File: src/rtl/weight_mem_stream_loader.sv
// rtl/weight_mem_stream_loader.sv - packs a byte stream into weight-memory words for the CNN or FC write port
module weight_mem_stream_loader #(
  parameter int WEIGHT_DATA_WIDTH = 8,
  parameter int N_DIM_ARRAY       = 4,
  parameter int ADDR_W            = 14,
  parameter int LEN_W             = 15
) (
  input  logic                                   clk,
  input  logic                                   reset,
  input  logic                                   start,
  input  logic                                   abort,
  input  logic                                   target_fc,
  input  logic [ADDR_W-1:0]                      base_addr,
  input  logic [LEN_W-1:0]                       num_words,
  input  logic                                   in_valid,
  input  logic [WEIGHT_DATA_WIDTH-1:0]           in_data,
  output logic                                   in_ready,
  output logic                                   wr_enable_cnn,
  output logic [ADDR_W-1:0]                      wr_addr_cnn,
  output logic [N_DIM_ARRAY*WEIGHT_DATA_WIDTH-1:0] wr_data_cnn,
  output logic                                   wr_enable_fc,
  output logic [ADDR_W-1:0]                      wr_addr_fc,
  output logic [N_DIM_ARRAY*WEIGHT_DATA_WIDTH-1:0] wr_data_fc,
  output logic                                   busy,
  output logic                                   done,
  output logic [LEN_W-1:0]                       words_written
);

  localparam int WORD_W = N_DIM_ARRAY * WEIGHT_DATA_WIDTH;
  localparam int LANE_W = (N_DIM_ARRAY > 1) ? $clog2(N_DIM_ARRAY) : 1;
  localparam logic [LANE_W-1:0] LAST_LANE = LANE_W'(N_DIM_ARRAY - 1);

  typedef enum logic [1:0] {S_IDLE, S_LOAD, S_DRAIN, S_DONE} state_t;

  state_t              state_q;
  logic                target_q;
  logic [ADDR_W-1:0]   base_q;
  logic [LEN_W-1:0]    num_q;
  logic [LEN_W-1:0]    word_idx_q;
  logic [LEN_W-1:0]    words_written_q;
  logic [LANE_W-1:0]   lane_q;
  logic [WORD_W-1:0]   pack_q;
  logic                wr_en_cnn_q;
  logic [ADDR_W-1:0]   wr_addr_cnn_q;
  logic [WORD_W-1:0]   wr_data_cnn_q;
  logic                wr_en_fc_q;
  logic [ADDR_W-1:0]   wr_addr_fc_q;
  logic [WORD_W-1:0]   wr_data_fc_q;
  logic                done_q;

  logic                accept;
  logic [WORD_W-1:0]   word_d;
  logic [LEN_W-1:0]    word_idx_d;
  logic [ADDR_W-1:0]   addr_d;

  assign in_ready   = (state_q == S_LOAD);
  assign accept     = in_valid && in_ready;
  assign word_idx_d = word_idx_q + LEN_W'(1);
  // Address wraps naturally at 2^ADDR_W; only the low bits of the word index matter.
  assign addr_d     = base_q + word_idx_q[ADDR_W-1:0];

  // Merge the incoming byte into the partial word; first byte of a word lands in the MSB lane.
  always_comb begin
    word_d = pack_q;
    word_d[(N_DIM_ARRAY - 1 - int'(lane_q)) * WEIGHT_DATA_WIDTH +: WEIGHT_DATA_WIDTH] = in_data;
  end

  // Command FSM with registered write strobes; strobes, address and data default to 0 each cycle.
  always_ff @(posedge clk or negedge reset) begin
    if (!reset) begin
      state_q         <= S_IDLE;
      target_q        <= 1'b0;
      base_q          <= '0;
      num_q           <= '0;
      word_idx_q      <= '0;
      words_written_q <= '0;
      lane_q          <= '0;
      pack_q          <= '0;
      wr_en_cnn_q     <= 1'b0;
      wr_addr_cnn_q   <= '0;
      wr_data_cnn_q   <= '0;
      wr_en_fc_q      <= 1'b0;
      wr_addr_fc_q    <= '0;
      wr_data_fc_q    <= '0;
      done_q          <= 1'b0;
    end else begin
      wr_en_cnn_q   <= 1'b0;
      wr_addr_cnn_q <= '0;
      wr_data_cnn_q <= '0;
      wr_en_fc_q    <= 1'b0;
      wr_addr_fc_q  <= '0;
      wr_data_fc_q  <= '0;
      done_q        <= 1'b0;
      if (state_q != S_IDLE && abort) begin
        // Abort beats any strobe that would have been registered this cycle.
        state_q <= S_IDLE;
        lane_q  <= '0;
        pack_q  <= '0;
      end else begin
        case (state_q)
          S_IDLE: begin
            if (start) begin
              words_written_q <= '0;
              word_idx_q      <= '0;
              lane_q          <= '0;
              pack_q          <= '0;
              if (num_words != '0) begin
                target_q <= target_fc;
                base_q   <= base_addr;
                num_q    <= num_words;
                state_q  <= S_LOAD;
              end else begin
                state_q <= S_DONE;
                done_q  <= 1'b1;
              end
            end
          end
          S_LOAD: begin
            if (accept) begin
              if (lane_q == LAST_LANE) begin
                if (target_q) begin
                  wr_en_fc_q   <= 1'b1;
                  wr_addr_fc_q <= addr_d;
                  wr_data_fc_q <= word_d;
                end else begin
                  wr_en_cnn_q   <= 1'b1;
                  wr_addr_cnn_q <= addr_d;
                  wr_data_cnn_q <= word_d;
                end
                word_idx_q      <= word_idx_d;
                words_written_q <= words_written_q + LEN_W'(1);
                lane_q          <= '0;
                pack_q          <= '0;
                if (word_idx_d == num_q) state_q <= S_DRAIN;
              end else begin
                pack_q <= word_d;
                lane_q <= lane_q + LANE_W'(1);
              end
            end
          end
          S_DRAIN: begin
            state_q <= S_DONE;
            done_q  <= 1'b1;
          end
          S_DONE:  state_q <= S_IDLE;
          default: state_q <= S_IDLE;
        endcase
      end
    end
  end

  assign wr_enable_cnn = wr_en_cnn_q;
  assign wr_addr_cnn   = wr_addr_cnn_q;
  assign wr_data_cnn   = wr_data_cnn_q;
  assign wr_enable_fc  = wr_en_fc_q;
  assign wr_addr_fc    = wr_addr_fc_q;
  assign wr_data_fc    = wr_data_fc_q;
  assign busy          = (state_q != S_IDLE);
  assign done          = done_q;
  assign words_written = words_written_q;

endmodule

File: config.mk
export PLATFORM = sky130hd
export DESIGN_NAME = weight_mem_stream_loader
export DESIGN_NICKNAME = d
export VERILOG_FILES = /design/src/rtl/weight_mem_stream_loader.sv
export SDC_FILE = /design/constraint.sdc
export NUM_CORES = 1
export LEC_CHECK = 0
export CAP_MARGIN = 10
export CORE_ASPECT_RATIO = 0.9
export CORE_MARGIN = 1.5
export CORE_UTILIZATION = 30
export DETAILED_ROUTE_END_ITERATION = 12
export GPL_ROUTABILITY_DRIVEN = 1
export PLACE_DENSITY_LB_ADDON = 0.12
export SYNTH_ARGS = -nofsm -noshare
export SYNTH_HDL_FRONTEND = slang
export SYNTH_SLANG_ARGS = --single-unit
File: constraint.sdc
create_clock -name clk -period 2.5 [get_ports clk]
set_input_delay 0.625 -clock clk [delete_from_list [all_inputs] [get_ports clk]]
set_output_delay 0.625 -clock clk [all_outputs]
set_load 0.05 [all_outputs]
==> run_results.csv <==
group,metric,value,unit
layout,diodes,0,
worst_setup_path,cp_max_fo,5,
pwr,ir_worst_vdd,530,µV
worst_setup_path,crit_path_top_delay_cell,"clkdlybuf4s50_1",
grt,antenna_found_initial,0,
clock_tree,cts_tree,"done",
clock_tree,root_buffer,"clkbuf_16",
floorplan,fp.dieH,162,µm
pwr,seq_power_share,38.1,%
worst_setup_path,crit_cells,1,
logic_synthesis,synth_area_leader_cell,"dfrtp_1",
grt,first_global_vias,6270,
worst_setup_path,endpoint_kind,"output port",
floorplan,io_pins,155,
detailed_routing,wl_per_cell,16.4,µm
pwr,combPwrFrac,33.5,%
detailed_routing,drt_iter0_drc,350,
layout,stdcell_count,1334,
clock_tree,htree_levels,4,
worst_setup_path,start_kind,"flop",
logic_synthesis,ys_warn_count,0,
logic_synthesis,synth-seq-cells,191,
logic_synthesis,syn_area,0.00846,mm²
sta,fin_skew,16.2,ps
worst_setup_path,criticalPathCategory,"reg -> out",
clock_tree,clock_path_buffers,2,
min_path,hp-class,"in -> async",
logic_synthesis,synthArstFlopShare,100,%
placed_design,gp_congestion,0.770,
pwr,p_clk_share,28.5,%
clock_tree,clk_latency,440,ps
clock_tree,hold_buffers,0,
status,status,"finished, violations left",
logic_synthesis,syn_inst,771,
detailed_routing,vias,6189,
sta,worst_pin_slew,656,ps
logic_synthesis,syn_nets,838,
sta,period_needed,2340,ps
logic_synthesis,synth.area.top_cells,"dfrtp_1, nor2_1, mux2_2",
clock_tree,clkTransAtPathRegs,80,ps
detailed_routing,ant_nets,0,
worst_setup_path,crit_buf_inv,1,
clock_tree,clock-sinks,191,
grt,overflow,0,
run,maxCapViolCount,0,
logic_synthesis,yosys.area.top_type_share,56.5,%
logic_synthesis,ys_seq_area_share,56.5,%
logic_synthesis,synthTopCellsByCount,"dfrtp_1, nor2_1, a21oi_1",
sta,post-route-period-util,93.5,%
logic_synthesis,yosysMostFrequentCell,"dfrtp_1",
grt,grt_first_pass_wirelength,35700,µm
floorplan,die_width,180,µm
pwr,power,10.1,mW
pwr,p_int,6.55,mW
worst_setup_path,ff2ff_path_depth,8,
sta,finalWorstSetupSlack,162,ps
sta,drv_slew,0,
layout,nets,1028,
placed_design,pre_cts_slack,-234,ps
layout,post-route-util,41.0,%
status,violations,"DRC",
pwr,p_switching,3.58,mW
placed_design,numPortBuffers,154,
worst_setup_path,worstPathRequired,1880,ps
sta,hold_viol,0,
clock_tree,cts_buffers,17,
logic_synthesis,synth_top_flop_cell,"dfrtp_1",
sta,tns,0,ps
floorplan,rows,58,
floorplan,dieArea,0.0292,mm²
floorplan,start_util,30.4,%
sta,fmax,428,MHz
placed_design,dpl.cell_count,1302,
sta,rsz0062_at_grt,"no",
pwr,leakagePower,5.06,nW
grt,grt_max_degree,59,
worst_setup_path,cp_cell_sequence,"clkdlybuf4s50_1",
layout,fillers,2735,
placed_design,placed_cell_area,0.0108,mm²
logic_synthesis,syn_area_per_cell,11.0,µm²
sta,whs,165,ps
pwr,p_sw_share,35.3,%
layout,area_delta_synth_final,35.1,%
grt,track_usage,15.8,%
detailed_routing,viasPerCell,4.64,
placed_design,place.detailed.hpwl,15900,µm
sta,slew_headroom,56.0,%
worst_setup_path,max_stage_delay,830,ps
logic_synthesis,synth_edf_count,0,
pwr,power_density,886,mW/mm²
sta,finalSetupViolations,0,
worst_setup_path,arrival,1710,ps
floorplan,core,0.0279,mm²
layout,design_area,0.0114,mm²
detailed_routing,wl,21900,µm
detailed_routing,drc,11,
layout,drive_gt1_share,14.8,%
logic_synthesis,synth.distinct_cells,63,
worst_setup_path,crit_family,"buffers and inverters",
detailed_routing,dr.pass1.iters,8,
clock_tree,cts_setup_buffers,0,
-- registers in the layout, indices dropped and copies added (netlist names) --
signal,flops
wr_enable_fc,1
done,1
word_idx_q,15
wr_enable_cnn,1
wr_addr_fc,14
wr_data_cnn,32
state_q,2
wr_data_fc,32
lane_q,2
words_written,15
pack_q,32
num_q,15
base_q,14
wr_addr_cnn,14
target_q,1
-- placed cells by master (no fill, tap or decap), types with 4 or more instances in the layout --
master           count
nand2b_1             7
nor2b_1             44
nor4_1               4
nand4_1              9
nand3_1             11
a22o_1              36
xnor2_1             27
nand2_1             36
nor2_1             110
a21o_1               9
o22ai_1              4
inv_6                4
xor2_1               9
buf_4               46
a21oi_1             46
inv_1               19
o21a_1               4
ha_1                21
clkdlybuf4s50_1    151
dfrtp_1            188
mux2_2              30
and3_1               9
or3_1               10
o21ai_0             27
clkbuf_16           17
buf_12               8
nor3_1              16
mux2i_1              7
o21ai_1              5
-- worst register-to-register path: stages (launching register included) --
cell,delay [ps]
dfrtp_2,480
ha_1,330
xnor2_1,210
o211ai_1,160
a2111oi_4,220
o2111ai_1,170
nor4_2,300
a31oi_2,180
mux2i_1,160
-- per-layer routing --
layer / share of wire [%] / wire [µm] / GRT usage, %
met5: 0 / 0 / 0
met4: 0.84 / 185 / 4.01
met2: 42 / 9120 / 22.2
met1: 53 / 11600 / 24.1
met3: 4.8 / 1050 / 3.62
-- repair_timing --
action | CTS | global route
setup endpoints to repair | 3 | 14
pin swaps | 1 | 5
resized for setup | 3 | 11
cloned | 0 | 0
-- layout make-up --
cell class	instances	area (µm²)	area share, %
multi-input combinational	526	3480	30.4
clock inverter	15	198	1.73
tap	360	450	3.94
sequential	191	4780	41.8
clock buffer	17	425	3.72
inverter	19	71.3	0.623
timing repair buffer	206	2030	17.8
-- kinds of logic (layout without fill, tap and decap cells) --
group	after synthesis	in the layout	share of synthesized area, %
AO/OA/AOI/OAI	155	155	12.2
XOR/XNOR	37	37	3.92
adder cells (fa/ha/maj)	24	24	3.64
buffers and inverters	54	257	3.13
flip-flops	191	191	56.5
multiplexers	37	37	4.82
AND/OR/NAND/NOR	273	273	15.8
-- power groups by stage --
stage	clock network [mW]	logic [mW]	registers, mW
2_1_floorplan	0	2.16	3.87
6_report	2.89	3.39	3.86
5_1_grt	3.11	3.77	3.93
3_3_place_gp	0	3.32	3.92
4_1_cts	2.99	3.37	3.86
3_5_place_dp	0	3.35	3.92
-- worst paths after layout --
| check | from | end | slack, ps |
|---|---|---|---|
| min in group clk | pack_q[27] | pack_q[27] | 490 |
| min | reset | pack_q[16] | 170 |
| max in group asynchronous | reset | word_idx_q[0] | 1640 |
| max | words_written[0] | words_written[0] | 160 |
| min reg2reg | pack_q[27] | pack_q[27] | 490 |
| max reg2reg | word_idx_q[1] | state_q[1] | 170 |
Power figures use the tool's default switching activity.
==> variant 1, RTL diff (same settings) <==
Change the parameter `N_DIM_ARRAY` from 4 to 2.
--- a/src/rtl/weight_mem_stream_loader.sv
+++ b/src/rtl/weight_mem_stream_loader.sv
@@ -1,7 +1,7 @@
 // rtl/weight_mem_stream_loader.sv - packs a byte stream into weight-memory words for the CNN or FC write port
 module weight_mem_stream_loader #(
   parameter int WEIGHT_DATA_WIDTH = 8,
-  parameter int N_DIM_ARRAY       = 4,
+  parameter int N_DIM_ARRAY       = 2,
   parameter int ADDR_W            = 14,
   parameter int LEN_W             = 15
 ) (
Interface: changed (resized wr_data_cnn and wr_data_fc); port bits go from 155 to 123. The function was not compared with the original's and may differ.
==> variant 1 against the unedited design <==
- total power is 19% lower
- area after synthesis shrank 26%
- global-route usage is 0.57 points lower
- count of clock-buffer cells in the layout is the same
- non-clock buffer count is 35 lower
- sequential power fell by 26%
- sequential cell count down 57
- cell area fell by 24%
- setup slack worse by 52 ps
- routed wire length is 28% lower
- largest cell class unchanged
==> variant 1: results (changes against the unedited design) <==
Count of input and output buffers: 122 (-21%). The synthesized net count came out at 646 (-23%). The internal reg-to-reg setup slack was 110 ps (-60 ps); the largest voltage drop on the vdd net was 0.4478 mV (-16%). The run finished with clean final reports. The detailed-route wire length per cell was 15.48 um (-5.9%); the length in cells of the worst reg-to-reg path was 9 (+1).

The logs give 0.8395 (+9.1%) for the weighted congestion reported at the end of routability-driven placement and 174.5 ps (+9.323 ps) for the final worst hold slack. Half-perimeter wire length after detailed placement: 11,810 um (-26%). The flip-flop and latch count after synthesis is 134 (-30%), and the leakage component of the power is 3.970 nW (-22%). The tools report the terminus of the critical flop-to-flop path as wr_addr_fc[11]. The run gives 1,015 (-24%) as the final cell count without fillers. The insertion delay of the later-clocked pin in the worst-skew pair was 420 ps (-20 ps); the per-instance average area after synthesis was 10.74 um2 (-2.2%). The logs give 2690 ps (+980 ps) for the worst path arrival time and 53.46% (-3.0 points) for the register area share after synthesis. Post-placement worst setup slack: -179.5 ps (+54.80 ps).

The number of DRC markers in iteration 0 came out at 185 (-47%). The count of cells resized by post-cts repair came out at 0 (-3). The proportion of cell area occupied by registers was 38.34% (-3.5 points).

The run gives 55 (-13%) as the count of unique library cells instantiated by Yosys. The number of inserted filler cells in the final layout is 1,931 (-29%), and the total track usage is 15.21% (-0.57 points). For the storage element area, the log shows 3354 um2 (-30%). Clock-pin slew reported for the worst setup and hold paths after clock tree synthesis: 60 ps (-20 ps). The internal portion of total power is 5.221 mW (-20%), and the cell area after placement is 8104 um2 (-25%). In the post-synthesis netlist, the biggest area contributors are sky130_fd_sc_hd__dfrtp_1 53%, sky130_fd_sc_hd__mux2_2 5.4%, sky130_fd_sc_hd__nor2_1 3.8%.
-- variant 1: power by group through the flow --
stage | clock, mW | combinational (mW) | sequential, mW
final | 2.53 | 2.81 | 2.86
after global routing | 2.70 | 3.09 | 2.92
after CTS | 2.59 | 2.81 | 2.86
after detailed placement | 0 | 2.79 | 2.90
after global placement | 0 | 2.73 | 2.89
after floorplan | 0 | 1.66 | 2.97
-- variant 1: cell families (layout without fill, tap and decap cells) --
logic type	after synthesis	in the layout	synth area share [%]
flip-flops	134	134	53.46
AND/OR/NAND/NOR	210	210	16.88
AO/OA/AOI/OAI	99	99	10.31
buffers and inverters	48	224	3.591
multiplexers	33	33	6.124
XOR/XNOR	41	41	5.725
adder cells (fa/ha/maj)	19	19	3.910
-- variant 1: worst reg2reg max path, delay by kind of cell, from the launching register on --
family	cells	cell delay, ps
AOI/OAI and AO/OA	5	1020
xor gates and xnor gates	1	260
adders and majority gates	1	310
buffers and inverters	1	160
DFF	1	450
and+or+nand+nor	1	80
-- variant 1: metal layers --
layer	part of all wire, %	routed length (um)	GRT usage (%)	vias to the layer above
met1	48	7515	20.83	2320
met5	0	0	0	-
met2	45	7120	23.64	121
met3	5.7	898	4.022	11
li1	-	-	-	2364
met4	1.1	175	4.411	0
-- variant 1: worst max path at each step --
| stage | end | from | slack (ps) |
|---|---|---|---|
| 2_1_floorplan | words_written[3] | state_q[1] | 30 |
| 3_3_place_gp | words_written[7] | abort | -160 |
| 3_5_place_dp | words_written[9] | start | -180 |
| 4_1_cts | wr_addr_fc[13] | word_idx_q[1] | 30 |
| 5_1_grt | wr_addr_fc[11] | word_idx_q[1] | -0.6 |
| 6_report | wr_addr_fc[11] | word_idx_q[1] | 110 |
==> variant 2, RTL diff (same settings) <==
Without the edit above. Re-encode `state_t` (4 states) as one-hot, 4 bits wide.
--- a/src/rtl/weight_mem_stream_loader.sv
+++ b/src/rtl/weight_mem_stream_loader.sv
@@ -30,7 +30,7 @@
   localparam int LANE_W = (N_DIM_ARRAY > 1) ? $clog2(N_DIM_ARRAY) : 1;
   localparam logic [LANE_W-1:0] LAST_LANE = LANE_W'(N_DIM_ARRAY - 1);
 
-  typedef enum logic [1:0] {S_IDLE, S_LOAD, S_DRAIN, S_DONE} state_t;
+  typedef enum logic [3:0] {S_IDLE = 4'b0001, S_LOAD = 4'b0010, S_DRAIN = 4'b0100, S_DONE = 4'b1000} state_t;
 
   state_t              state_q;
   logic                target_q;
Behaviour: no difference found for any inputs over 4 cycles, from zero or initial values and one cycle with reset low; so few cycles prove little.
==> variant 2 against the unedited design <==
- the flow still finishes with violations (design-rule violations)
- cell area down 0.32%
- non-clock buffer count shrank 17
- routed wire length about the same
- setup slack got worse by 96 ps
- die area rose by 0.28%
- area after synthesis is 0.28% higher
- sequential cell count grew 2
- via count grew 0.37%
- critical path depth up 1
- largest cell class unchanged
Power is not compared: it rests on default switching activity, and its combinational part moved more than twofold at a synthesized area within 25%.
==> variant 2: results (changes against the unedited design) <==
The final worst hold slack came out at 144.7 ps (-20.49 ps). For the met1 demand-to-capacity share in global routing, the log shows 23.32% (-0.79 points). For the internal reg-to-reg setup slack, the log shows 220 ps (+50 ps). The tools report the terminus of the critical flop-to-flop path as state_q[2]. For the number of DRC markers in iteration 0, the log shows 323 (-7.7%). The run gives 4 (unchanged) as the number of H-tree levels. By area the synthesized netlist is led by sky130_fd_sc_hd__dfrtp_1 57%, sky130_fd_sc_hd__nor2_1 4.9%, sky130_fd_sc_hd__mux2_2 3.7%. The wire length of the first global-routing pass was 35,610 um (-0.37%). The timing startpoint of the critical path is state_q[0].

By count the netlist is led by 192 x sky130_fd_sc_hd__dfrtp_1, 110 x sky130_fd_sc_hd__nor2_1, 49 x sky130_fd_sc_hd__a21oi_1. The first-pass detailed-route iteration total was 11 (+3); the fraction of final layout cells with drive strength greater than 1 was 13.54% (-1.2 points). The sum of routed wire length over all layers was 21,920 um (about the same). The biggest fanout along the worst timing path is 8 (+3), and the met3 global-route usage is 2.795% (-0.83 points). The routed metal-1 wire length is 11,050 um (-4.7%), and the half-perimeter wire length after detailed placement is 16,000 um (+0.93%).

The worst path arrival time was 1810 ps (+100 ps). Per report_power, the clock group accounts for 36.9% of the total. The final-stage net count came out at 1,011 (-1.7%). The tree is rooted in a sky130_fd_sc_hd__clkbuf_16. Among all stages on the critical path, the largest delay is contributed by sky130_fd_sc_hd__dfstp_2. The total met3 wirelength after detailed routing came out at 853 um (-18%). The total met2 wirelength after detailed routing is 9872 um (+8.2%). The routed via count divided by cell count is 4.706 (+1.4%).

For the via count of the first global-routing pass, the log shows 6,093 (-2.8%). Synthesized net count: 828 (-1.2%). The post-route DRC violation count is 11 (unchanged), and the setup clock skew after layout is 14.21 ps (-2.016 ps).

The flow ran to the end, but the final reports show violations. The setup path with the least slack is of type flop to output port. Met2 capacity usage during global routing: 23.45% (+1.2 points). The length in cells of the worst reg-to-reg path was 6 (-2); the count of unique library cells instantiated by Yosys was 69 (+9.5%).

The biggest cell delay along the critical path was 610 ps (-220 ps); the actual transition at the worst max-transition pin was 594.4 ps (-61.61 ps). The final reports fail on design-rule violations.
-- variant 2: worst max-delay path by stage --
stage	endpoint	slack (ps)	depth (start not counted)
final	busy	70	2
after global routing	state_q[2]	5	7
after CTS	busy	60	2
after detailed placement	state_q[2]	-330	7
after global placement	state_q[2]	-400	7
after floorplan	words_written[12]	410	7
-- variant 2: cell families after synthesis --
logic type               Yosys count  share of synthesized area (%)
AND/OR/NAND/NOR                  289                          18.23
adder cells (fa/ha/maj)           21                          3.184
multiplexers                      32                          4.186
flip-flops                       193                          56.91
buffers and inverters             43                          2.137
AO/OA/AOI/OAI                    149                          11.53
XOR/XNOR                          37                          3.818
-- variant 2: repair_timing --
item                                    4_1_cts  5_1_grt
endpoints found under the setup margin        1        2
setup buffers                                 0        0
gates resized for setup                       1        3
-- variant 2: area by class of cell --
type | count | area, um2
Clock buffer | 17 | 425.4
Clock inverter | 15 | 216.5
Fill cell | 2703 | 16460
Inverter | 18 | 67.56
Multi-Input combinational cell | 528 | 3496
Sequential cell | 193 | 4831
Tap cell | 360 | 450.4
Timing Repair Buffer | 189 | 1916
-- variant 2: worst max-delay path: cells and delay by family (launching register included) --
family	cells	cell delay (ps)
DFF	1	610
and+or+nand+nor	1	540
buffers and inverters	1	240
-- variant 2: stage by stage --
| step | TNS, ps | area (um2) | cells | setup slack, ps | utilization, % |
|---|---|---|---|---|---|
| after floorplan | 0 | 8488 | 764 | 411.9 | - |
| after global placement | -855.9 | 10740 | 1288 | -397.0 | 38.55 |
| after detailed placement | -3761 | 10740 | 1288 | -332.7 | 38.55 |
| after CTS | 0 | 11390 | 1320 | 62.23 | 40.88 |
| after global routing | 0 | 11400 | 1320 | 5.074 | 40.92 |
| final | 0 | 11400 | 1320 | 65.47 | 40.92 |
